**src/rtl/sha256_msg_packer.sv**
```systemverilog
// sha256_msg_packer: packs a big-endian message byte stream into 512-bit
// SHA-256 blocks and applies the standard padding (0x80, zero fill, 64-bit
// big-endian bit length). Block byte k sits at m_block[511-8k -: 8].
//
// Optional feature: define SHA256_PACKER_BLKCNT_EN to add a 32-bit blk_cnt
// output that counts blocks emitted for the message currently in progress.
module sha256_msg_packer #(
  parameter int LEN_WIDTH = 64
) (
  input  logic         clk,
  input  logic         rst,
  input  logic [7:0]   s_data,
  input  logic         s_valid,
  input  logic         s_last,
  output logic         s_ready,
  output logic [511:0] m_block,
  output logic         m_valid,
  output logic         m_last,
  input  logic         m_ready
`ifdef SHA256_PACKER_BLKCNT_EN
  ,
  output logic [31:0]  blk_cnt
`endif
);

  // FILL: taking bytes; PAD: append 0x80 (+length if it fits);
  // LEN: length-only block; EMIT: block presented to the core.
  typedef enum logic [1:0] {
    FILL = 2'd0,
    PAD  = 2'd1,
    LEN  = 2'd2,
    EMIT = 2'd3
  } state_t;

  state_t                 state_q, state_d;
  logic [511:0]           buf_q, buf_d;
  logic [6:0]             cnt_q, cnt_d;      // 0..64, byte write index
  logic [LEN_WIDTH-1:0]   len_q, len_d;      // message length in bits
  logic                   final_q, final_d;  // block in EMIT is the last one
  logic                   pend_pad_q, pend_pad_d; // message ended exactly on a block edge
  logic                   pad_done_q, pad_done_d; // 0x80 already written
  logic                   m_valid_q, m_valid_d;
  logic [63:0]            len_bits;

  // Length field is always 64 bits on the wire.
  assign len_bits = 64'(len_q);

  // Insert one byte at block index idx; byte idx MSB is bit 8*(63-idx)+7.
  function automatic logic [511:0] put_byte(input logic [511:0] b,
                                            input logic [5:0]   idx,
                                            input logic [7:0]   v);
    logic [511:0] r;
    r = b;
    r[{~idx, 3'b111} -: 8] = v;
    return r;
  endfunction

  assign s_ready = (state_q == FILL);
  assign m_block = buf_q;
  assign m_valid = m_valid_q;
  assign m_last  = final_q;  // only ever set while in EMIT

  // Next-state and datapath update for the packer
  always_comb begin
    state_d    = state_q;
    buf_d      = buf_q;
    cnt_d      = cnt_q;
    len_d      = len_q;
    final_d    = final_q;
    pend_pad_d = pend_pad_q;
    pad_done_d = pad_done_q;
    case (state_q)
      FILL: begin
        if (s_valid) begin
          buf_d = put_byte(buf_q, cnt_q[5:0], s_data);
          cnt_d = cnt_q + 7'd1;
          len_d = len_q + LEN_WIDTH'(8);
          if (cnt_q == 7'd63) begin
            // Block is full; padding (if any) starts in the next block.
            state_d    = EMIT;
            final_d    = 1'b0;
            pend_pad_d = s_last;
          end else if (s_last) begin
            state_d = PAD;
          end
        end
      end
      PAD: begin
        buf_d      = put_byte(buf_q, cnt_q[5:0], 8'h80);
        pad_done_d = 1'b1;
        state_d    = EMIT;
        if (cnt_q <= 7'd55) begin
          // Room left for the length field in this block.
          buf_d[63:0] = len_bits;
          final_d     = 1'b1;
        end else begin
          final_d = 1'b0;
        end
      end
      LEN: begin
        buf_d[63:0] = len_bits;
        final_d     = 1'b1;
        state_d     = EMIT;
      end
      EMIT: begin
        if (m_ready) begin
          // Clearing here gives the zero fill for free.
          buf_d = '0;
          cnt_d = '0;
          if (final_q) begin
            len_d      = '0;
            pad_done_d = 1'b0;
            pend_pad_d = 1'b0;
            final_d    = 1'b0;
            state_d    = FILL;
          end else if (pend_pad_q) begin
            pend_pad_d = 1'b0;
            state_d    = PAD;
          end else if (pad_done_q) begin
            state_d = LEN;
          end else begin
            state_d = FILL;
          end
        end
      end
      default: state_d = FILL;
    endcase
    m_valid_d = (state_d == EMIT);
  end

  // State and datapath registers
  always_ff @(posedge clk or posedge rst) begin
    if (rst) begin
      state_q    <= FILL;
      buf_q      <= '0;
      cnt_q      <= '0;
      len_q      <= '0;
      final_q    <= 1'b0;
      pend_pad_q <= 1'b0;
      pad_done_q <= 1'b0;
      m_valid_q  <= 1'b0;
    end else begin
      state_q    <= state_d;
      buf_q      <= buf_d;
      cnt_q      <= cnt_d;
      len_q      <= len_d;
      final_q    <= final_d;
      pend_pad_q <= pend_pad_d;
      pad_done_q <= pad_done_d;
      m_valid_q  <= m_valid_d;
    end
  end

`ifdef SHA256_PACKER_BLKCNT_EN
  logic [31:0] blk_cnt_q, blk_cnt_d;

  assign blk_cnt = blk_cnt_q;

  // Per-message block counter, restarts when the final block leaves
  always_comb begin
    blk_cnt_d = blk_cnt_q;
    if (m_valid_q && m_ready) begin
      blk_cnt_d = final_q ? 32'd0 : blk_cnt_q + 32'd1;
    end
  end

  // Block counter register
  always_ff @(posedge clk or posedge rst) begin
    if (rst) blk_cnt_q <= '0;
    else     blk_cnt_q <= blk_cnt_d;
  end
`endif

endmodule

```
**config.mk**
```make
export PLATFORM = sky130hd
export DESIGN_NAME = sha256_msg_packer
export DESIGN_NICKNAME = d
export VERILOG_FILES = /design/src/rtl/sha256_msg_packer.sv
export SDC_FILE = /design/constraint.sdc
export NUM_CORES = 1
export LEC_CHECK = 0
export ABC_AREA = 1
export BUFFER_PORTS_ARGS = -buffer_cell sky130_fd_sc_hd__buf_2
export CAP_MARGIN = 25
export CORE_ASPECT_RATIO = 1.25
export CORE_MARGIN = 2
export CORE_UTILIZATION = 45
export CTS_BUF_LIST = sky130_fd_sc_hd__clkbuf_8
export CTS_CLUSTER_DIAMETER = 150
export CTS_CLUSTER_SIZE = 24
export DETAILED_ROUTE_END_ITERATION = 10
export MAX_ROUTING_LAYER = met4
export PLACE_DENSITY = 0.66
export SYNTH_ARGS = -nofsm -noshare
export SYNTH_HDL_FRONTEND = slang
export SYNTH_SLANG_ARGS = --single-unit
```
**constraint.sdc**
```tcl
create_clock -name clk -period 20.5 [get_ports clk]
set_input_delay 1.025 -clock clk [delete_from_list [all_inputs] [get_ports clk]]
set_output_delay 1.025 -clock clk [all_outputs]
set_load 0.03 [all_outputs]
```
* Word-level counts from Yosys, hierarchy flattened
Cells that the tools add are included.
** Word-level totals
- Output and inout bits :: 515
- Latch bits :: 0
- Input bits :: 13
- Memory bits (writable) :: 0
- Register bits :: 589
- Word-level logic and storage cells :: 71
- Bits in read-only memories :: 0
- Memories kept :: 0
** Cells by class
- $add $sub $neg :: 3
- Bitwise operators :: 1
- Order comparisons :: 1
- Muxes and demuxes :: 33
- Divide/modulo/power cells :: 0
- Equality and inequality tests :: 9
- Multipliers :: 0
- Reductions and logical operators :: 12
- Shift operators :: 3
** Operator list (count)
- case mux 448 bit (3 select lines) :: 1
- bitwise mux 512 bit :: 2
- two-way mux 512 bit :: 2
- variable shift 8 x 11 -> 519 bit, first input constant :: 1
- variable part select 8 x 11 -> 519 bit :: 1
- variable part select 8 x 11 -> 519 bit, first input constant :: 1
- two-way mux 64 bit :: 4
- case mux 64 bit (4 select lines) :: 1
- case mux 64 bit (2 select lines) :: 1
- adder 64 x 4 -> 64 bit, second input constant :: 1
- two-way mux 2 bit :: 7
- two-way mux 7 bit :: 2
- case mux 7 bit (2 select lines) :: 1
- AND reduction 3 bit :: 4
- negation 9 -> 11 bit :: 1
- two-way mux 1 bit :: 8
- AND reduction 4 bit :: 2
- adder 7 x 1 -> 7 bit, second input constant :: 1
- equality test 7 x 6 -> 1 bit, second input constant :: 1
- less-or-equal comparator 7 x 6 -> 1 bit, second input constant :: 1
- equality test 2 bit, second input constant :: 3
- inequality test 2 bit, second input constant :: 3
- NOT 6 bit :: 1
- case mux 2 bit (3 select lines) :: 1
- 9 further kinds :: 11

* Depth between registers and ports, before layout
- Depth after elaboration :: 6
- Depth in mapped cells :: 15
- Depth with buffers taken out :: 13

* Least setup slack after synthesis
Ideal clock, no wire load.
- Kind :: input to register
- From :: in m_ready
- To :: reg buf_q[224], in the netlist m_block[224]
- Stages :: 11
- Arrival :: 2.248 ns
- Buffers on the path :: 2
- Setup time :: 0.136 ns
- Data required time :: 20.364 ns
- Slack :: 18.116 ns
- Cells stage by stage :: inv_1 nand2_2 nand2_2 nor2_4 nand2_1 inv_2 nand2_2 buf_2 clkbuf_1 nand3_1 o21ai_0
** On the way
- Word-level cells in the longest chain between the ends :: 2
** Ends and longest elaborated chain
- start: declaration :: line 19 : input logic m_ready
- inequality test 2 bit (no source line)
- AND reduction 3 bit (no source line)
- end signal: assignment :: line 144 : buf_q <= buf_d;
- end: declaration :: line 36 : logic [511:0] buf_q, buf_d;
Every way passes these cells.
A chain may end at the register's enable or synchronous reset.

* Worst setup path after layout
- From :: reg state_q[1]
- To :: reg buf_q[400], in the netlist m_block[400]
** On the way
- Word-level cells in the longest chain between the ends :: 3
- Elaborated cells between the ends (all ways) :: 8
- Those cells by class :: eq/ne: 4; mux: 1; reduce/logical: 3
** Ends and longest elaborated chain
- start: declaration :: line 35 : state_t state_q, state_d;
- start signal: assignment :: line 143 : state_q <= state_d;
- equality test 2 bit, or another cell as far along :: line 72 : case (state_q)
- inequality test 2 bit (no source line) / nonzero test 3 bit (equally long branches)
- AND reduction 3 bit (no source line)
Parallel ways exist; a longest one is shown, timed or not.

==> results.tsv <==
stage	metric	value	unit
finish	Nets	3974	
clock_network	Clock Pin Slew Worst Setup and Hold Paths	0.19	ns
sta	setup repair after global routing missed its margin	false	
clock_network	hold buffer count at cts	0	
drt	TritonRoute pass-1 iters	6	
floorplanning	Die Ht	284	um
global_routing	largest net degree at the start of global routing	233	
clock_network	CTS tree	yes	
finish	fill count	6176	
synth	Main synth FF type	dfrtp_1	
sta	Max Freq	0.182	GHz
synth	Post-synth ARST share	1.00	
place	RD Place Congestion	1.00	
synth	Netlist Area Pre-Place	28200	um^2
global_routing	vias in the first global route	25353	
drt	WL per Instance	23.3	um
synth	Distinct cells, synth	39	
synth	Synth top area share	0.521	
clock_network	CTS max path bufs	3	
synth	Synth area leaders	dfrtp_1, nand2_1, nand3_1	
sta	Tmin final	5.50	ns
setup_path	Critical Setup Path Class	reg2reg	
synth	Synth top cells by count	nand2_1, dfrtp_1, nand3_1	
floorplanning	initial core utilization	0.455	
place	# port buffers	527	
place	placed instance count	4748	
setup_path	Startpoint Class	register	
global_routing	global-route wire length before repair	166000	um
setup_path	crit end category	register	
drt	via count	27189	
floorplanning	Core Region	61900	um^2
power_and_ir_drop	pwr/cell area	103	nW/um^2
sta	fin crit share	0.268	
setup_path	reg2reg end	m_block[400]	
synth	count leader, synth	nand2_1	
setup_path	R2R setup slack	15.00	ns
finish	non-filler instance count after layout	4785	
clock_network	CTS H-tree lvls	1	
global_routing	Total GRT Usage	0.347	
floorplanning	Core Rows	102	
synth	number of synthesized register bits	586	
synth	register area share after synthesis	0.521	
finish	Area Overhead vs Synth	13.1	%
sta	max-slew violation count	0	
sta	worst-margin pin slew	1.20	ns
drt	Remaining DRCs	0	
setup_path	arrival time at the worst endpoint	6.07	ns
setup_path	Critical Path RT	21.07	ns
flow_run	MaxCap Viol Count	0	
drt	DR iter-0 viols	2928	
drt	ANT nets after route	0	
floorplanning	Top Ports	528	
sta	Max Clock Skew	0.0930	ns
clock_network	# Post-CTS Setup Buffers	0	
floorplanning	DIE WIDTH	228	um
drt	Total Wirelength	112000	um
synth	Mapped Cells	3548	
sta	Fin. Hold Viols	0	
synth	Syn Area/Cell	7.93	um^2
finish	Post-Layout Inst Area	31800	um^2
clock_network	Clock Sinks	586	
place	area post-placement	31300	um^2
place	HPWL after detailed placement	83900	um
worst_hold_path	Worst Hold Class	in2async	
synth	leading area contributor after synthesis	dfrtp_1	
finish	layout cells sized above 1	0.177	
floorplanning	die area	64600	um^2
clock_network	clk_lat worst skew	0.76	ns
sta	setup TNS	0	ns
power_and_ir_drop	leak pwr	0.0162	uW
drt	via/cell ratio	5.68	
power_and_ir_drop	Max rail drop VDD	92.7	uV
clock_network	Root Buffer	clkbuf_8	
synth	Syn Nets	3573	
global_routing	initial antenna violation count	4	
setup_path	R2R cell count	12	
global_routing	grt ovf	0	
synth	synth warn	0	
clock_network	cts bufs inserted	28	
run_status	status	completed	
sta	final setup violation count	0	
setup_path	crit path max fanout	232	
clock_network	post-CTS sizing	0	
sta	Worst slew margin	0.198	
setup_path	worst reg2reg startpoint	state_q[1]	
synth	number of synthesized flops with an enable pin	0	
-- worst max-delay path by stage --
stage               startpoint           end  slack [ns]
floorplan                  rst      cnt_q[0]        3.08
global placement    state_q[0]  m_block[143]       15.24
detailed placement  state_q[0]  m_block[151]       15.16
CTS                 state_q[0]  m_block[151]       15.15
global route        state_q[0]  m_block[143]       14.63
finish              state_q[1]  m_block[400]       15.00
-- through the flow --
step / hold slack, ns / setup slack, ns / power (uW) / util
final: 0.378 / 15.00 / 3270 / 0.514
after global routing: 0.422 / 14.63 / 3430 / 0.514
after CTS: 0.359 / 15.15 / 3250 / 0.513
after detailed placement: 0.460 / 15.16 / 2760 / 0.506
after global placement: 0.457 / 15.24 / 2750 / 0.506
after floorplan: 0.467 / 3.08 / 2300 / -
-- report_power, final --
group          switching [uW]  total (uW)  internal (uW)
logic                    1100        1400            304
registers                 104        1360           1260
clock network             373         502            130
total                    1580        3270           1690
-- cells by family (layout without fill, tap and decap cells) --
family,count (synthesis),after routing,share of synthesized area
other cells,0,4,0
buf+inv,455,856,0.0652
xor+xnor,1,1,0.000311
compound gates,696,696,0.126
fa+ha+maj,12,12,0.00533
flops,586,586,0.521
simple gates,1798,1798,0.282
-- flip-flops by register name, summed over array words and instances, names as in the netlist --
name and flops:
cnt_q 7, len_bits 61, m_block 512, m_last 1, m_valid 1, pad_done_q 1, pend_pad_q 1, state_q 2
-- critical path, stage by stage, from the launching register on --
cell and delay, ns:
dfrtp_1 0.47, inv_1 0.11, ha_1 0.54, nand2_1 0.23
nand2_2 0.30, nor2_4 0.16, buf_4 0.47, nand2_1 0.47
inv_2 0.70, nand2_8 0.63, buf_12 0.52, nand3_1 0.29
o21ai_0 0.13
-- area by class of cell --
class,instances,area (um^2),area share
repair buffers,567,3020,0.0950
well taps,832,1040,0.0327
inverters,259,980,0.0308
clock inverters,1,16.3,0.000511
flip-flops and latches,586,14700,0.461
multi-input cells,2507,11700,0.368
diodes,4,10.0,0.000314
clock buffers,29,399,0.0125
-- per-layer routing --
metal  vias to the layer above  routed length [um]  part of all wire  global-route usage
met2                      1161               54600              0.49               0.565
met4                         0                6110             0.055               0.160
met3                       253                6920             0.062              0.0373
met1                     13184               44000              0.39               0.437
met5                         -                   0                 0                   -
li1                      12591                   -                 -                   -
-- cell usage in the layout (no fill, tap or decap), types with 8 or more instances in the layout --
cell type,count
nor3_1,57
o22ai_1,10
o21ai_1,70
buf_2,528
nand2_1,726
nor2_2,12
buf_4,33
ha_1,12
nand4_1,47
nor3_2,15
o21ai_0,427
nand3_1,542
a21oi_1,167
a31oi_1,8
clkbuf_8,29
dfrtp_1,586
or2_2,26
nand2_2,14
nor2_1,334
inv_2,16
inv_1,242
Power figures use the tool's default switching activity.
